## src/rtl/pht_update_queue_pkg.sv

```systemverilog
// Shared fetch-unit types for PHT update buffering: entry layout and the
// 2-bit saturating counter update.
package pht_update_queue_pkg;

    localparam int unsigned PHT_INDEX_WIDTH = 10;

    typedef logic [1:0] PHT_CounterPath;

    typedef struct packed {
        logic                       valid;
        logic [PHT_INDEX_WIDTH-1:0] index;
        PHT_CounterPath             counter;
    } PHT_UpdateEntry;

    function automatic PHT_CounterPath PHT_NextCount(input PHT_CounterPath counter,
                                                     input logic           taken);
        PHT_CounterPath next;
        if (taken) begin
            next = (counter == 2'd3) ? 2'd3 : counter + 2'd1;
        end else begin
            next = (counter == 2'd0) ? 2'd0 : counter - 2'd1;
        end
        return next;
    endfunction

endpackage

```

## src/rtl/pht_update_forward.sv

```systemverilog
// Youngest-match search over the live queue entries, so a push can build on a
// counter value that has not reached the PHT yet.
module pht_update_forward
    import pht_update_queue_pkg::*;
#(
    parameter  int unsigned DEPTH = 4,
    localparam int unsigned PTR_W = $clog2(DEPTH),
    localparam int unsigned OCC_W = PTR_W + 1
) (
    input  PHT_UpdateEntry             entries [DEPTH],
    input  logic [PTR_W-1:0]           head,
    input  logic [PTR_W-1:0]           tail,
    input  logic [OCC_W-1:0]           occupancy,
    input  logic [PHT_INDEX_WIDTH-1:0] push_index,
    output logic                       hit,
    output PHT_CounterPath             counter
);

    logic             full;
    logic [PTR_W-1:0] span;
    logic [PTR_W-1:0] slot;

    // Walk oldest to youngest; the last match (closest to tail) wins.
    always_comb begin
        hit     = 1'b0;
        counter = '0;
        full    = (occupancy == OCC_W'(DEPTH));
        span    = tail - head;
        slot    = head;
        for (int unsigned k = 0; k < DEPTH; k++) begin
            slot = head + PTR_W'(k);
            if ((full || (PTR_W'(k) < span)) && entries[slot].valid &&
                (entries[slot].index == push_index)) begin
                hit     = 1'b1;
                counter = entries[slot].counter;
            end
        end
    end

endmodule

```

## src/rtl/pht_update_queue.sv

```systemverilog
// Circular buffer of resolved branch outcomes that drains final counter values
// into the PHT write port whenever the array is not reserved for prediction.
module pht_update_queue
    import pht_update_queue_pkg::*;
#(
    parameter  int unsigned DEPTH       = 4,
    parameter  int unsigned INDEX_WIDTH = PHT_INDEX_WIDTH,
    localparam int unsigned PTR_W       = $clog2(DEPTH),
    localparam int unsigned OCC_W       = PTR_W + 1
) (
    input  logic                   clk,
    input  logic                   rst,
    input  logic                   push_valid,
    input  logic [INDEX_WIDTH-1:0] push_index,
    input  logic                   push_taken,
    input  logic [1:0]             push_count,
    output logic                   push_ready,
    output logic                   push_dropped,
    input  logic                   pht_busy,
    output logic                   pht_we,
    output logic [INDEX_WIDTH-1:0] pht_wa,
    output logic [1:0]             pht_wv,
    output logic [OCC_W-1:0]       occupancy,
    output logic                   empty
);

    PHT_UpdateEntry   entries_q [DEPTH];
    PHT_UpdateEntry   entries_d [DEPTH];
    logic [PTR_W-1:0] head_q, head_d;
    logic [PTR_W-1:0] tail_q, tail_d;
    logic [OCC_W-1:0] occ_q, occ_d;

    logic                       push_acc;
    logic                       fwd_hit;
    PHT_CounterPath             fwd_cnt;
    PHT_CounterPath             base_cnt;
    PHT_CounterPath             new_cnt;
    logic [PHT_INDEX_WIDTH-1:0] push_index_ext;

    assign push_index_ext = PHT_INDEX_WIDTH'(push_index);

    pht_update_forward #(
        .DEPTH (DEPTH)
    ) u_forward (
        .entries    (entries_q),
        .head       (head_q),
        .tail       (tail_q),
        .occupancy  (occ_q),
        .push_index (push_index_ext),
        .hit        (fwd_hit),
        .counter    (fwd_cnt)
    );

    // Handshake and PHT port: purely from registered state plus this cycle's inputs.
    always_comb begin
        occupancy    = occ_q;
        empty        = (occ_q == '0);
        push_ready   = (occ_q != OCC_W'(DEPTH));
        push_dropped = push_valid && !push_ready;
        push_acc     = push_valid && push_ready;
        pht_we       = !empty && !pht_busy && !rst;
        pht_wa       = INDEX_WIDTH'(entries_q[head_q].index);
        pht_wv       = entries_q[head_q].counter;
        base_cnt     = fwd_hit ? fwd_cnt : PHT_CounterPath'(push_count);
        new_cnt      = PHT_NextCount(base_cnt, push_taken);
    end

    // Queue next state: pop at head on a write, append at tail on an accepted push.
    always_comb begin
        entries_d = entries_q;
        head_d    = head_q;
        tail_d    = tail_q;
        occ_d     = occ_q;
        if (pht_we) begin
            entries_d[head_q].valid = 1'b0;
            head_d                  = head_q + PTR_W'(1);
        end
        if (push_acc) begin
            entries_d[tail_q].valid   = 1'b1;
            entries_d[tail_q].index   = push_index_ext;
            entries_d[tail_q].counter = new_cnt;
            tail_d                    = tail_q + PTR_W'(1);
        end
        case ({push_acc, pht_we})
            2'b10:   occ_d = occ_q + OCC_W'(1);
            2'b01:   occ_d = occ_q - OCC_W'(1);
            default: occ_d = occ_q;
        endcase
    end

    always_ff @(posedge clk or posedge rst) begin
        if (rst) begin
            for (int unsigned i = 0; i < DEPTH; i++) begin
                entries_q[i] <= '0;
            end
            head_q <= '0;
            tail_q <= '0;
            occ_q  <= '0;
        end else begin
            entries_q <= entries_d;
            head_q    <= head_d;
            tail_q    <= tail_d;
            occ_q     <= occ_d;
        end
    end

endmodule

```

## config.mk

```make
export PLATFORM = sky130hd
export DESIGN_NAME = pht_update_queue
export DESIGN_NICKNAME = d
export VERILOG_FILES = /design/src/rtl/pht_update_queue_pkg.sv /design/src/rtl/pht_update_forward.sv /design/src/rtl/pht_update_queue.sv
export SDC_FILE = /design/constraint.sdc
export NUM_CORES = 1
export LEC_CHECK = 0
export ABC_CLOCK_PERIOD_IN_PS = 7700
export CAP_MARGIN = 5
export CELL_PAD_IN_SITES_DETAIL_PLACEMENT = 1
export CELL_PAD_IN_SITES_GLOBAL_PLACEMENT = 1
export CORE_ASPECT_RATIO = 1.5
export CORE_MARGIN = 2
export CORE_UTILIZATION = 52
export DETAILED_ROUTE_END_ITERATION = 12
export GPL_TIMING_DRIVEN = 1
export HOLD_SLACK_MARGIN = 0.12
export PLACE_DENSITY = 0.93
export SYNTH_ARGS = -nofsm -noshare
export SYNTH_HDL_FRONTEND = slang
export SYNTH_SLANG_ARGS = --single-unit
```

## constraint.sdc

```tcl
create_clock -name clk -period 7.7 [get_ports clk]
set_input_delay 1.54 -clock clk [delete_from_list [all_inputs] [get_ports clk]]
set_output_delay 1.54 -clock clk [all_outputs]
set_load 0.01 [all_outputs]
```

==> metrics.cfg, run 1 <==
[hold_path]
hp-class = reg -> reg

[synth]
ys_warn_count = 0
synthCells = 427
ys_ff_latch = 59
synth_nets = 455
avgSynthCellArea_um2 = 11.2
synth_edf_count = 0
yosys.cell_types.count = 55
ys.flop_type = dfrtp_1
async_flop_share = 1.00
syn_area_um2 = 4800
ys_seq_area_frac = 0.308

[clock_network]
cts_resized = 0
cts_buffers = 9
cts_tree = yes
cts.sinks = 59
cts.htree.levels = 3
cts_max_path_buffers = 2
clk_latency_ns = 0.34
cts_hold_buf = 0
post-cts-setup-buffers = 0
clk_pin_slew_ns = 0.05
root_buffer = clkbuf_16

[run_status]
status = finished clean

[timing]
fmax_mhz = 173
tightest_slew_ns = 1.09
setup_viol = 0
rsz0062_at_grt = false
period_needed_ns = 5.77
fin_tns_setup_ns = 0
period_share = 0.749
hold_viol = 0
slew_headroom = 0.276
slew_violations = 0
skew_ns = 0.00351

[worst_setup_path]
crit_start = head_q[0]$_DFFE_PP0P_
worstPathRequired_ns = 7.92
r2r_end = entries_q[1]$_DFFE_PP0P_
cpPeakStageDelay_ns = 1.17
endpoint = entries_q[1]$_DFFE_PP0P_
path_cells = buf_4, clkinv_1, ha_2, buf_4, mux2i_1, xnor2_1, o32ai_2, o2111ai_1, or3_1, a311oi_2, a211oi_1, maj3_2, mux2_2
worstPathMaxFanout = 50
slowest_stage = ha_2
start_kind = flip-flop
r2r_start = head_q[0]$_DFFE_PP0P_
critPathArrivalTime_ns = 5.99
reg2reg_slack_ns = 1.93
reg2regPathDepth = 13
cp-end-kind = flip-flop
critPathKind = reg -> reg
crit_top_cell = buf_4

[detailed_routing]
routedWlPerCell_um = 24.2
vias = 3664
vias_per_cell = 6.55
drc = 0
first_pass_iters = 4
wirelength_um = 13500
drtIter0Drc = 217
final_antenna_net_count = 0

[final_layout]
area_growth_pct = 13.4
final_layout_size_suffix_gt1_frac = 0.232
mostFrequentLayoutCells = 57 x dfrtp_1, 48 x mux2_2, 48 x mux2i_1
nNetsFinal = 472
n_fill_cell = 904
layout_commonest_cell = dfrtp_1
n_antenna_cell = 0
utilization = 0.612

[die]
fp-row-count = 42
initial_utilization = 0.540
num_io_pins = 36
die-area_um2 = 10000
die-height_um = 122
die_w_um = 82.4
core_area_um2 = 8880

[placement]
portBuffers = 35
gp_congestion = 0.926
hpwl_um = 9370

[flow_run]
max-cap-violations = 0

[grt]
antenna_found_initial = 0
grt_first_pass_wirelength_um = 21900
grt_pass1_vias = 4002
grt.total_usage = 0.300
grt_overflow = 0
grt_max_degree = 60

[power_and_ir_drop]
p_leak_nw = 2.22
p_per_area_nw_per_um2 = 560
p_total_mw = 3.05
irDropWorstVdd_uv = 377

## stage by stage
stage | instances | hold WS (ns) | setup slack, ns | cell area, um^2
final | 559 | 0.529 | 1.93 | 5440
after global routing | 559 | 0.550 | 1.55 | 5440
after CTS | 559 | 0.540 | 1.94 | 5440
after detailed placement | 543 | 0.531 | 1.99 | 5120
after global placement | 543 | 0.505 | 2.26 | 5120
after floorplan | 427 | 0.462 | 3.84 | 4800
## Yosys cell counts, types with 2 or more instances
| master | count | area (um^2) |
|---|---|---|
| nor2b_1 | 5 | 31.3 |
| o2bb2ai_1 | 2 | 17.5 |
| xnor2_1 | 41 | 359 |
| mux2i_1 | 48 | 480 |
| and3_1 | 5 | 31.3 |
| o31ai_1 | 2 | 15.0 |
| a21oi_1 | 2 | 10.0 |
| maj3_2 | 2 | 22.5 |
| dfrtp_1 | 59 | 1480 |
| and2_1 | 4 | 25.0 |
| nand2_1 | 31 | 116 |
| mux2_2 | 48 | 541 |
| nor3_1 | 5 | 25.0 |
| buf_6 | 7 | 78.8 |
| nand3_1 | 7 | 35.0 |
| nor2_1 | 7 | 26.3 |
| xor2_1 | 16 | 140 |
| inv_1 | 13 | 48.8 |
| a211o_1 | 5 | 43.8 |
| nor3b_1 | 3 | 22.5 |
| clkbuf_1 | 7 | 26.3 |
| ha_1 | 10 | 125 |
| nand4_1 | 7 | 43.8 |
| buf_1 | 7 | 26.3 |
| buf_2 | 10 | 50.1 |
| o2111ai_1 | 2 | 17.5 |
| mux4_2 | 26 | 586 |
| a211oi_1 | 2 | 15.0 |
| o32ai_1 | 3 | 26.3 |
| o21ai_0 | 14 | 70.1 |
| o211ai_1 | 3 | 22.5 |
## sequential cells by signal, summed over array words and instances (netlist names)
register / count
entries_q: 52
head_q: 2
occupancy: 3
tail_q: 2
## cell type report
type / count / area, um^2 / area share
inverters: 14 / 52.6 / 0.00966
well taps: 110 / 138 / 0.0253
clock buffers: 12 / 267 / 0.0490
multi-input cells: 321 / 3080 / 0.565
clock inverters: 4 / 47.5 / 0.00874
repair buffers: 39 / 380 / 0.0699
flip-flops and latches: 59 / 1480 / 0.272
## worst min path at each step
| stage | startpoint | to | cells after the start |
|---|---|---|---|
| 2_1_floorplan | entries_q[38]$_DFF_PP0_ | entries_q[38]$_DFF_PP0_ | 2 |
| 3_3_place_gp | occupancy[2]$_DFFE_PP0P_ | occupancy[2]$_DFFE_PP0P_ | 1 |
| 3_5_place_dp | occupancy[2]$_DFFE_PP0P_ | occupancy[2]$_DFFE_PP0P_ | 1 |
| 4_1_cts | occupancy[2]$_DFFE_PP0P_ | occupancy[2]$_DFFE_PP0P_ | 1 |
| 5_1_grt | occupancy[2]$_DFFE_PP0P_ | occupancy[2]$_DFFE_PP0P_ | 1 |
| 6_report | occupancy[2]$_DFFE_PP0P_ | occupancy[2]$_DFFE_PP0P_ | 1 |
## where the power goes
part	leakage [nW]	internal, mW	switching (mW)	total [mW]
logic	1.37	0.980	0.913	1.89
registers	0.696	0.470	0.269	0.738
clock network	0.155	0.275	0.141	0.416
## worst max-delay path, delay by kind of cell (launching register included)
kind / cells / cell delay (ns)
buffers and inverters: 3 / 1.69
adder cells (fa/ha/maj): 2 / 1.53
AO/OA/AOI/OAI: 4 / 0.93
multiplexers: 2 / 0.59
AND/OR/NAND/NOR: 1 / 0.44
flip-flops: 1 / 0.34
XOR/XNOR: 1 / 0.11
## per-layer routing
metal,routed length (um),GRT usage
met5,0,0
met4,673,0.177
met3,501,0.0533
met2,7160,0.490
met1,5170,0.361
## kinds of logic (layout without fill, tap and decap cells)
group	after synthesis	after routing	share of synthesized area
AOI/OAI and AO/OA	49	49	0.0798
adders and majority gates	13	13	0.0350
and+or+nand+nor	79	79	0.0822
xor gates and xnor gates	58	58	0.109
muxes	122	122	0.335
buffers and inverters	47	69	0.0514
DFF	59	59	0.308
(Power assumes the default switching activity.)
==> inputs of run 2 (changes only) <==
Settings changed: ABC_CLOCK_PERIOD_IN_PS 7700 to 5400, CORE_UTILIZATION 52 to 48, PLACE_DENSITY 0.93 to 0.87.
Clock period 7.7 ns to 5.4 ns, I/O delays scaled along.
==> run 2 against run 1 <==
Effect of this change: fmax rose by 34%; non-clock buffer count rose by 3; global-route usage fell by 3.8 points; setup slack got worse by 0.85 ns; sequential cell count did not move; register-to-register slack got worse by 0.85 ns; highest routed layer unchanged.
==> metrics.cfg, run 2 (same netlist as run 1, synthesis figures left out) <==
[detailed_routing]
drtIter0Drc = 272  ; was 217
dr_wl_met3_um = 626  ; was 501 um
vias_per_cell = 6.37  ; was 6.55
met1_length_um = 5370  ; was 5170 um
routedWlPerCell_um = 23.9  ; was 24.2 um
dr_wl_met2_um = 6950  ; was 7160 um
vias = 3603  ; was 3,664
final_antenna_net_count = 0  ; unchanged
first_pass_iters = 4  ; unchanged
drc = 0  ; unchanged
wirelength_um = 13500  ; about the same
top_layer_used = met4  ; unchanged

[clock_network]
cts_hold_buf = 0  ; unchanged
root_buffer = clkbuf_16  ; unchanged
cts.sinks = 59  ; unchanged
cts_buffers = 9  ; unchanged
post-cts-setup-buffers = 0  ; unchanged
clk_latency_ns = 0.34  ; about the same
cts_max_path_buffers = 2  ; unchanged
cts_tree = yes  ; unchanged
cts.htree.levels = 3  ; unchanged
cts_resized = 0  ; unchanged
clk_pin_slew_ns = 0.06  ; was 0.05 ns

[grt]
grt_pass1_vias = 3922  ; was 4,002
grt_first_pass_wirelength_um = 21600  ; was 21,900 um
grt_max_degree = 50  ; was 60
antenna_found_initial = 0  ; unchanged
grt.total_usage = 0.262  ; was 0.300
grt_overflow = 0  ; unchanged

[timing]
setup_viol = 0  ; unchanged
rsz0062_at_grt = false  ; unchanged
fin_tns_setup_ns = 0  ; unchanged
skew_ns = 0.00989  ; was 0.00351 ns
slew_headroom = 0.416  ; was 0.276
tightest_slew_ns = 0.873  ; was 1.09 ns
period_needed_ns = 4.32  ; was 5.77 ns
hold_viol = 0  ; unchanged
fmax_mhz = 231  ; was 173 MHz
whs_ns = 0.535  ; was 0.529 ns
period_share = 0.800  ; was 0.749
slew_violations = 0  ; unchanged

[power_and_ir_drop]
power_frac_seq = 0.226  ; was 0.242
irDropWorstVdd_uv = 373  ; was 377 uV
p_per_area_nw_per_um2 = 795  ; was 560 nW/um^2
p_leak_nw = 2.21  ; was 2.22 nW
power.switching_mw = 1.90  ; was 1.32 mW
p_int_mw = 2.41  ; was 1.73 mW
pwr-share-comb = 0.650  ; was 0.621
p_total_mw = 4.31  ; was 3.05 mW
power_frac_clock = 0.124  ; was 0.136
p_sw_frac = 0.441  ; was 0.434

[worst_setup_path]
worstPathRequired_ns = 5.61  ; was 7.92 ns
cpPeakStageDelay_ns = 0.83  ; was 1.17 ns
worstPathMaxFanout = 26  ; was 50
slowest_stage = ha_2  ; unchanged
critPathArrivalTime_ns = 4.53  ; was 5.99 ns
critPathKind = reg -> reg  ; unchanged
start_kind = flip-flop  ; unchanged
path_cells = clkinv_1, ha_2, buf_4, mux2i_1, xnor2_1, o31ai_1, o2111ai_1, or3_1, a311oi_2, a211oi_1, maj3_2, mux2_2  ; was buf_4, clkinv_1, ha_2, buf_4, mux2i_1, xnor2_1, o32ai_2, o2111ai_1, or3_1, a311oi_2, a211oi_1, maj3_2, mux2_2
cp-end-kind = flip-flop  ; unchanged
reg2regPathDepth = 12  ; was 13

[die]
core_area_um2 = 9690  ; was 8880 um^2
die-height_um = 126  ; was 122 um
initial_utilization = 0.495  ; was 0.540
die_w_um = 85.6  ; was 82.4 um
fp-row-count = 44  ; was 42
num_io_pins = 36  ; unchanged
die-area_um2 = 10800  ; was 10,000 um^2

[placement]
portBuffers = 35  ; unchanged
gp_congestion = 0.936  ; was 0.926
place_area_um2 = 5150  ; was 5120 um^2
hpwl_um = 9320  ; was 9370 um

[final_layout]
mostFrequentLayoutCells = 57 x dfrtp_1, 48 x mux2_2, 48 x mux2i_1  ; unchanged
n_antenna_cell = 0  ; unchanged
nNetsFinal = 475  ; was 472
layout_commonest_cell = dfrtp_1  ; unchanged
largest_reg_flops = 52  ; unchanged
final_layout_size_suffix_gt1_frac = 0.231  ; was 0.232
area_growth_pct = 13.1  ; was 13.4%
final_area_um2 = 5430  ; was 5440 um^2
top_register = entries_q  ; unchanged

[hold_path]
hold_depth = 2  ; was 1
hp-class = reg -> reg  ; unchanged

[flow_run]
max-cap-violations = 0  ; unchanged

[run_status]
status = finished clean  ; unchanged

## run 2: power by group through the flow
| stage | Sequential (mW) | Combinational, mW | Clock, mW |
|---|---|---|---|
| final | 0.974 | 2.80 | 0.535 |
| after global routing | 1.01 | 2.99 | 0.561 |
| after CTS | 0.968 | 2.81 | 0.539 |
| after detailed placement | 0.974 | 2.76 | 0 |
| after global placement | 0.936 | 2.67 | 0 |
| after floorplan | 0.874 | 2.09 | 0 |
## run 2: worst paths after layout
path,slack (ns),to,start
worst min-delay path,0.54,entries_q[38]$_DFF_PP0_,entries_q[38]$_DFF_PP0_
min in group asynchronous,1.29,entries_q[4]$_DFFE_PP0P_,rst
worst max-delay path,1.08,entries_q[27]$_DFFE_PP0P_,head_q[0]$_DFFE_PP0P_
worst min register to register,0.54,entries_q[38]$_DFF_PP0_,entries_q[38]$_DFF_PP0_
worst max register to register,1.08,entries_q[27]$_DFFE_PP0P_,head_q[0]$_DFFE_PP0P_
max in group asynchronous,3.31,entries_q[18]$_DFFE_PP0P_,rst
## run 2: cell type report
type | count | area [um^2]
Sequential cell | 59 | 1480
Multi-Input combinational cell | 321 | 3080
Clock inverter | 2 | 12.5
Tap cell | 115 | 144
Fill cell | 1021 | 4260
Timing Repair Buffer | 42 | 403
Clock buffer | 13 | 260
Inverter | 14 | 52.6
## run 2: per-stage QoR
step	setup WS, ns	utilization	cells
final	1.08	0.560	566
after global routing	0.898	0.560	566
after CTS	1.07	0.560	566
after detailed placement	1.09	0.532	551
after global placement	1.21	0.532	551
after floorplan	1.58	-	427
## run 2: layer usage
metal / track usage / up-vias
met5: 0 / -
met4: 0.123 / 0
met3: 0.0423 / 40
met2: 0.438 / 109
met1: 0.328 / 1844
li1: - / 1610
## run 2: critical path, delay by kind of cell, from the launching register on
family / cells / cell delay [ns]
flops: 1 / 0.36
simple gates: 1 / 0.43
mux: 2 / 0.52
buf+inv: 2 / 0.49
fa+ha+maj: 2 / 1.17
xor+xnor: 1 / 0.15
compound gates: 4 / 1.04
==> inputs of run 3 (changes only) <==
Settings changed: ABC_CLOCK_PERIOD_IN_PS 5400 to 3490, CORE_UTILIZATION 48 to 43, PLACE_DENSITY 0.87 to 0.83.
Clock period 5.4 ns to 3.49 ns, I/O delays scaled along.
==> run 3 against run 2 <==
Effect of this change: the flow now finishes with violations (setup timing); global-route usage down 1.5 points; register-to-register slack worse by 1.3 ns; critical path type unchanged; sequential power rose by 62%; core utilization shrank 0.38 points.
==> metrics.cfg, run 3 (same netlist as run 1, synthesis figures left out) <==
[hold_path]
hp-class = reg -> reg  ; unchanged

[final_layout]
final_layout_size_suffix_gt1_frac = 0.339  ; was 0.231
n_fill_cell = 1159  ; was 1,021
layoutNonFillerInstCount = 642  ; was 566
largest_reg_flops = 52  ; unchanged
layout_commonest_cell = dfrtp_1  ; unchanged
top_register = entries_q  ; unchanged
utilization = 0.556  ; was 0.560
n_antenna_cell = 0  ; unchanged
mostFrequentLayoutCells = 57 x dfrtp_1, 48 x mux2_2, 41 x mux2i_1  ; was 57 x dfrtp_1, 48 x mux2_2, 48 x mux2i_1
nNetsFinal = 518  ; was 475
area_growth_pct = 26.9  ; was 13.1%

[die]
die-area_um2 = 12000  ; was 10,800 um^2
fp-row-count = 47  ; was 44
core_area_um2 = 10900  ; was 9690 um^2
die-height_um = 133  ; was 126 um
initial_utilization = 0.438  ; was 0.495
die_w_um = 90.2  ; was 85.6 um
num_io_pins = 36  ; unchanged

[clock_network]
cts.htree.levels = 3  ; unchanged
root_buffer = clkbuf_16  ; unchanged
cts.sinks = 59  ; unchanged
cts_buffers = 9  ; unchanged
clk_latency_ns = 0.35  ; was 0.34 ns
cts_tree = yes  ; unchanged
cts_max_path_buffers = 2  ; unchanged
clk_pin_slew_ns = 0.05  ; was 0.06 ns

[detailed_routing]
drc = 0  ; unchanged
routedWlPerCell_um = 25.2  ; was 23.9 um
vias_per_cell = 6.21  ; was 6.37
final_antenna_net_count = 0  ; unchanged
drtIter0Drc = 257  ; was 272
wirelength_um = 16200  ; was 13,500 um
first_pass_iters = 5  ; was 4
vias = 3985  ; was 3,603

[timing]
rsz0062_at_grt = true  ; was false
period_share = 1.06  ; was 0.800
hold_viol = 0  ; unchanged
whs_ns = 0.532  ; was 0.535 ns
slew_headroom = 0.354  ; was 0.416
slew_violations = 0  ; unchanged
setup_ws_ns = -0.214  ; was 1.08 ns
skew_ns = 0.00667  ; was 0.00989 ns
fmax_mhz = 270  ; was 231 MHz
period_needed_ns = 3.70  ; was 4.32 ns
tightest_slew_ns = 0.967  ; was 0.873 ns
setup_viol = 8  ; was 0

[worst_setup_path]
critPathArrivalTime_ns = 3.93  ; was 4.53 ns
worstPathMaxFanout = 6  ; was 26
start_kind = flip-flop  ; unchanged
critPathKind = reg -> reg  ; unchanged
worstPathRequired_ns = 3.71  ; was 5.61 ns
cp-end-kind = flip-flop  ; unchanged

[grt]
grt_max_degree = 50  ; unchanged
grt_overflow = 0  ; unchanged
antenna_found_initial = 0  ; unchanged
grt_first_pass_wirelength_um = 22900  ; was 21,600 um
grt_pass1_vias = 4258  ; was 3,922
grt.total_usage = 0.246  ; was 0.262

[placement]
post-place-ws_ns = -0.0822  ; was 1.09 ns
hpwl_um = 9990  ; was 9320 um
portBuffers = 35  ; unchanged
gp_congestion = 0.898  ; was 0.936
dp.cells = 608  ; was 551

[power_and_ir_drop]
p_total_mw = 7.84  ; was 4.31 mW
p_per_area_nw_per_um2 = 1290  ; was 795 nW/um^2
irDropWorstVdd_uv = 493  ; was 373 uV
p_leak_nw = 2.49  ; was 2.21 nW

[run_status]
violations = setup timing
status = complete, but fails checks  ; was finished clean

[flow_run]
max-cap-violations = 0  ; unchanged

run 3: critical path, stage by stage, from the launching register on:
cell	delay, ns
dfrtp_2	0.44
inv_6	0.07
ha_4	0.35
buf_4	0.14
buf_4	0.13
mux2i_1	0.39
o21ai_0	0.17
o21ai_1	0.12
nand4_1	0.19
buf_4	0.21
o2111ai_1	0.29
a311oi_4	0.16
a211o_1	0.29
maj3_2	0.34
mux2_2	0.28
run 3: path summary, 6_finish.rpt:
check | endpoint | startpoint | depth (start not counted) | slack, ns
worst max register to register | entries_q[13]$_DFFE_PP0P_ | head_q[1]$_DFFE_PP0P_ | 14 | -0.21
min in group asynchronous | occupancy[1]$_DFFE_PP0P_ | rst | 2 | 0.80
max in group asynchronous | entries_q[9]$_DFFE_PP0P_ | rst | 3 | 2.08
worst max-delay path | entries_q[13]$_DFFE_PP0P_ | head_q[1]$_DFFE_PP0P_ | 14 | -0.21
worst min-delay path | occupancy[0]$_DFFE_PP0P_ | occupancy[0]$_DFFE_PP0P_ | 1 | 0.53
worst min register to register | occupancy[0]$_DFFE_PP0P_ | occupancy[0]$_DFFE_PP0P_ | 1 | 0.53
run 3: layer usage:
metal | track usage | wire, um
met5 | 0 | 0
met3 | 0.0554 | 806
met1 | 0.276 | 5910
met4 | 0.132 | 888
met2 | 0.434 | 8580
run 3: what timing repair did:
action / 4_1_cts / 5_1_grt
gates resized for setup: 0 / 29
gates cloned: 0 / 2
hold buffers: 0 / 0
endpoints found under the setup margin: 4 / 8
pin swaps: 2 / 10
hold endpoints to repair: 0 / 0
setup buffers: 1 / 15
run 3: layout make-up:
cell class	count	area, um^2	area share
Clock buffer	11	233	0.0382
Clock inverter	5	30.0	0.00494
Inverter	14	58.8	0.00966
Multi-Input combinational cell	321	3250	0.534
Sequential cell	59	1480	0.243
Tap cell	147	184	0.0302
Timing Repair Buffer	85	852	0.140
run 3: through the flow:
step	area [um^2]	setup TNS (ns)
finish	6080	-1.39
global route	6080	-1.63
CTS	5760	0
detailed placement	5490	-0.546
global placement	5490	-0.0753
floorplan	4840	-0.0815
run 3: where the power goes:
group / leakage [nW] / total, mW / switching, mW / internal [mW]
sequential: 0.696 / 1.58 / 0.542 / 1.04
clock: 0.125 / 0.808 / 0.332 / 0.476
combinational: 1.67 / 5.45 / 2.59 / 2.87
==> variant (settings of run 2) <==
Change the package constant `PHT_INDEX_WIDTH` from 10 to 11.
--- a/src/rtl/pht_update_queue_pkg.sv
+++ b/src/rtl/pht_update_queue_pkg.sv
@@ -2,7 +2,7 @@
 // 2-bit saturating counter update.
 package pht_update_queue_pkg;
 
-    localparam int unsigned PHT_INDEX_WIDTH = 10;
+    localparam int unsigned PHT_INDEX_WIDTH = 11;
 
     typedef logic [1:0] PHT_CounterPath;
 
Interface: changed (resized pht_wa and push_index); port bits go from 36 to 38. No check against the original RTL was run, so the function may have changed too.
==> variant against run 2 <==
- clock power increased by 19%
- worst setup slack improved by 0.31 ns
- hold slack got worse by 0.023 ns
- final area increased by 0.85%
- synthesized area decreased by 0.29%
- sequential cell count increased by 4
- critical path type is now primary input to flip-flop
- routed wire length increased by 10%
- power decreased by 2.5%
- core utilization increased by 0.48 points
- global-route usage increased by 2.5 points
- sequential share of layout area increased by 1.6 points
- register-to-register slack improved by 0.38 ns
- largest cell class unchanged
==> variant: results (changes against run 2) <==
layout cells sized above 1=11.48% (was 23.06%); register-to-register setup slack=1.46 ns (was 1.08 ns); GP Congestion=0.9525 (was 0.9357); Place WS=1.075 ns (was 1.093 ns); Max FO, Critical Path=12 (was 26); largest net degree at the start of global routing=66 (was 50); HP Start=entries_q[32] (was entries_q[38]); first-pass GRT wire length=23.72 mm (was 21.65 mm); leakage power total=2.429 nW (was 2.215 nW); via/cell ratio=6.266 (was 6.366); Netlist cell types=58 (was 55); H-tree depth=3 (unchanged); All-Layer GR Usage=28.64% (was 26.18%); maximum vdd drop=0.0005736 V (was 0.0003726 V); status=complete, no violations (unchanged); # fillers=1093 (was 1021); Commonest cells post-synth=121 x nand2_1, 63 x dfrtp_1, 48 x mux2i_1 (was 59 x dfrtp_1, 48 x mux2_2, 48 x mux2i_1); Data arrival, critical path=4.17 ns (was 4.53 ns); Mapped Nets=549 (was 455); Pre-antenna DRT Iters=5 (was 4); hpwl dp=10.21 mm (was 9.318 mm); dpl cells=639 (was 551); Internal Power=2.288 mW (was 2.413 mW); Peak Freq=249.1 MHz (was 231.5 MHz); sequential area share after synthesis=32.97% (was 30.79%); Detailed Route Iter0 Violations=306 (was 272); headroom to the max-slew limit=32.03% (was 41.64%); Setup Skew=0.004473 ns (was 0.009889 ns); Final Net Count=564 (was 475); final wirelength=14.85 mm (was 13.50 mm); vias in the first global route=4402 (was 3922); final cell count without fillers=655 (was 566); TritonCTS Buffers=9 (unchanged); CP startpoint=push_index[7] (was head_q[0]); synth top area cells=dfrtp_1 33%, mux2i_1 10%, nand2_1 9.5%, xnor2_1 6.8%, mux4_2 6.1% (was dfrtp_1 31%, mux4_2 12%, mux2_2 11%, mux2i_1 10%, xnor2_1 7.5%)
[variant: cell type report]
type	instances	area, um2	share of cell area (%)
Multi-Input combinational cell	402	2950	53.91
Clock buffer	13	260.3	4.755
Clock inverter	3	65.06	1.189
Timing Repair Buffer	43	415.4	7.590
Inverter	16	60.06	1.097
Tap cell	115	143.9	2.629
Sequential cell	63	1578	28.83
[variant: metal layers]
| metal | wire length (um) | vias to the layer above | share of wire (%) | track usage [%] |
|---|---|---|---|---|
| met5 | 0 | - | 0 | 0 |
| met4 | 788 | 0 | 5.3 | 16.43 |
| met3 | 576 | 59 | 3.9 | 6.225 |
| met2 | 7637 | 136 | 51 | 47.33 |
| met1 | 5850 | 2072 | 39 | 33.94 |
| li1 | - | 1837 | - | - |
[variant: power groups by stage]
stage / Clock (mW) / Sequential (mW) / Combinational, mW
global route: 0.668 / 0.963 / 2.82
CTS: 0.643 / 0.927 / 2.61
floorplan: 0 / 0.862 / 1.86
finish: 0.639 / 0.931 / 2.63
detailed placement: 0 / 0.929 / 2.56
global placement: 0 / 0.892 / 2.45
[variant: kinds of logic after synthesis]
| kind of cell | count (synthesis) | share of synthesized area [%] |
|---|---|---|
| AO/OA/AOI/OAI | 69 | 9.942 |
| XOR/XNOR | 51 | 9.341 |
| adder cells (fa/ha/maj) | 12 | 3.271 |
| buffers and inverters | 55 | 5.337 |
| flip-flops | 63 | 32.97 |
| multiplexers | 88 | 22.66 |
| AND/OR/NAND/NOR | 182 | 16.48 |
[variant: final timing paths]
path | end
setup / recovery | entries_q[14]
hold / removal | entries_q[32]
setup reg to reg | entries_q[14]
hold reg to reg | entries_q[32]
max in group asynchronous | head_q[0]
min in group asynchronous | occupancy[1]
[variant: stage by stage]
stage               area (um2)  hold slack [ns]
finish                    5473           0.5122
global route              5473           0.5421
CTS                       5473           0.5105
detailed placement        5147           0.4970
global placement          5147           0.4739
floorplan                 4782           0.4571
[variant: critical path, cell delays in order]
cell and delay [ns]:
clkdlybuf4s50_1 0.63, nor2b_1 0.25, o32ai_1 0.47, nand3_1 0.20, a221oi_2 0.47, o2111a_1 0.27
o21bai_1 0.08, a21oi_1 0.19, nor2_1 0.07, o21ai_1 0.28, a31oi_1 0.15
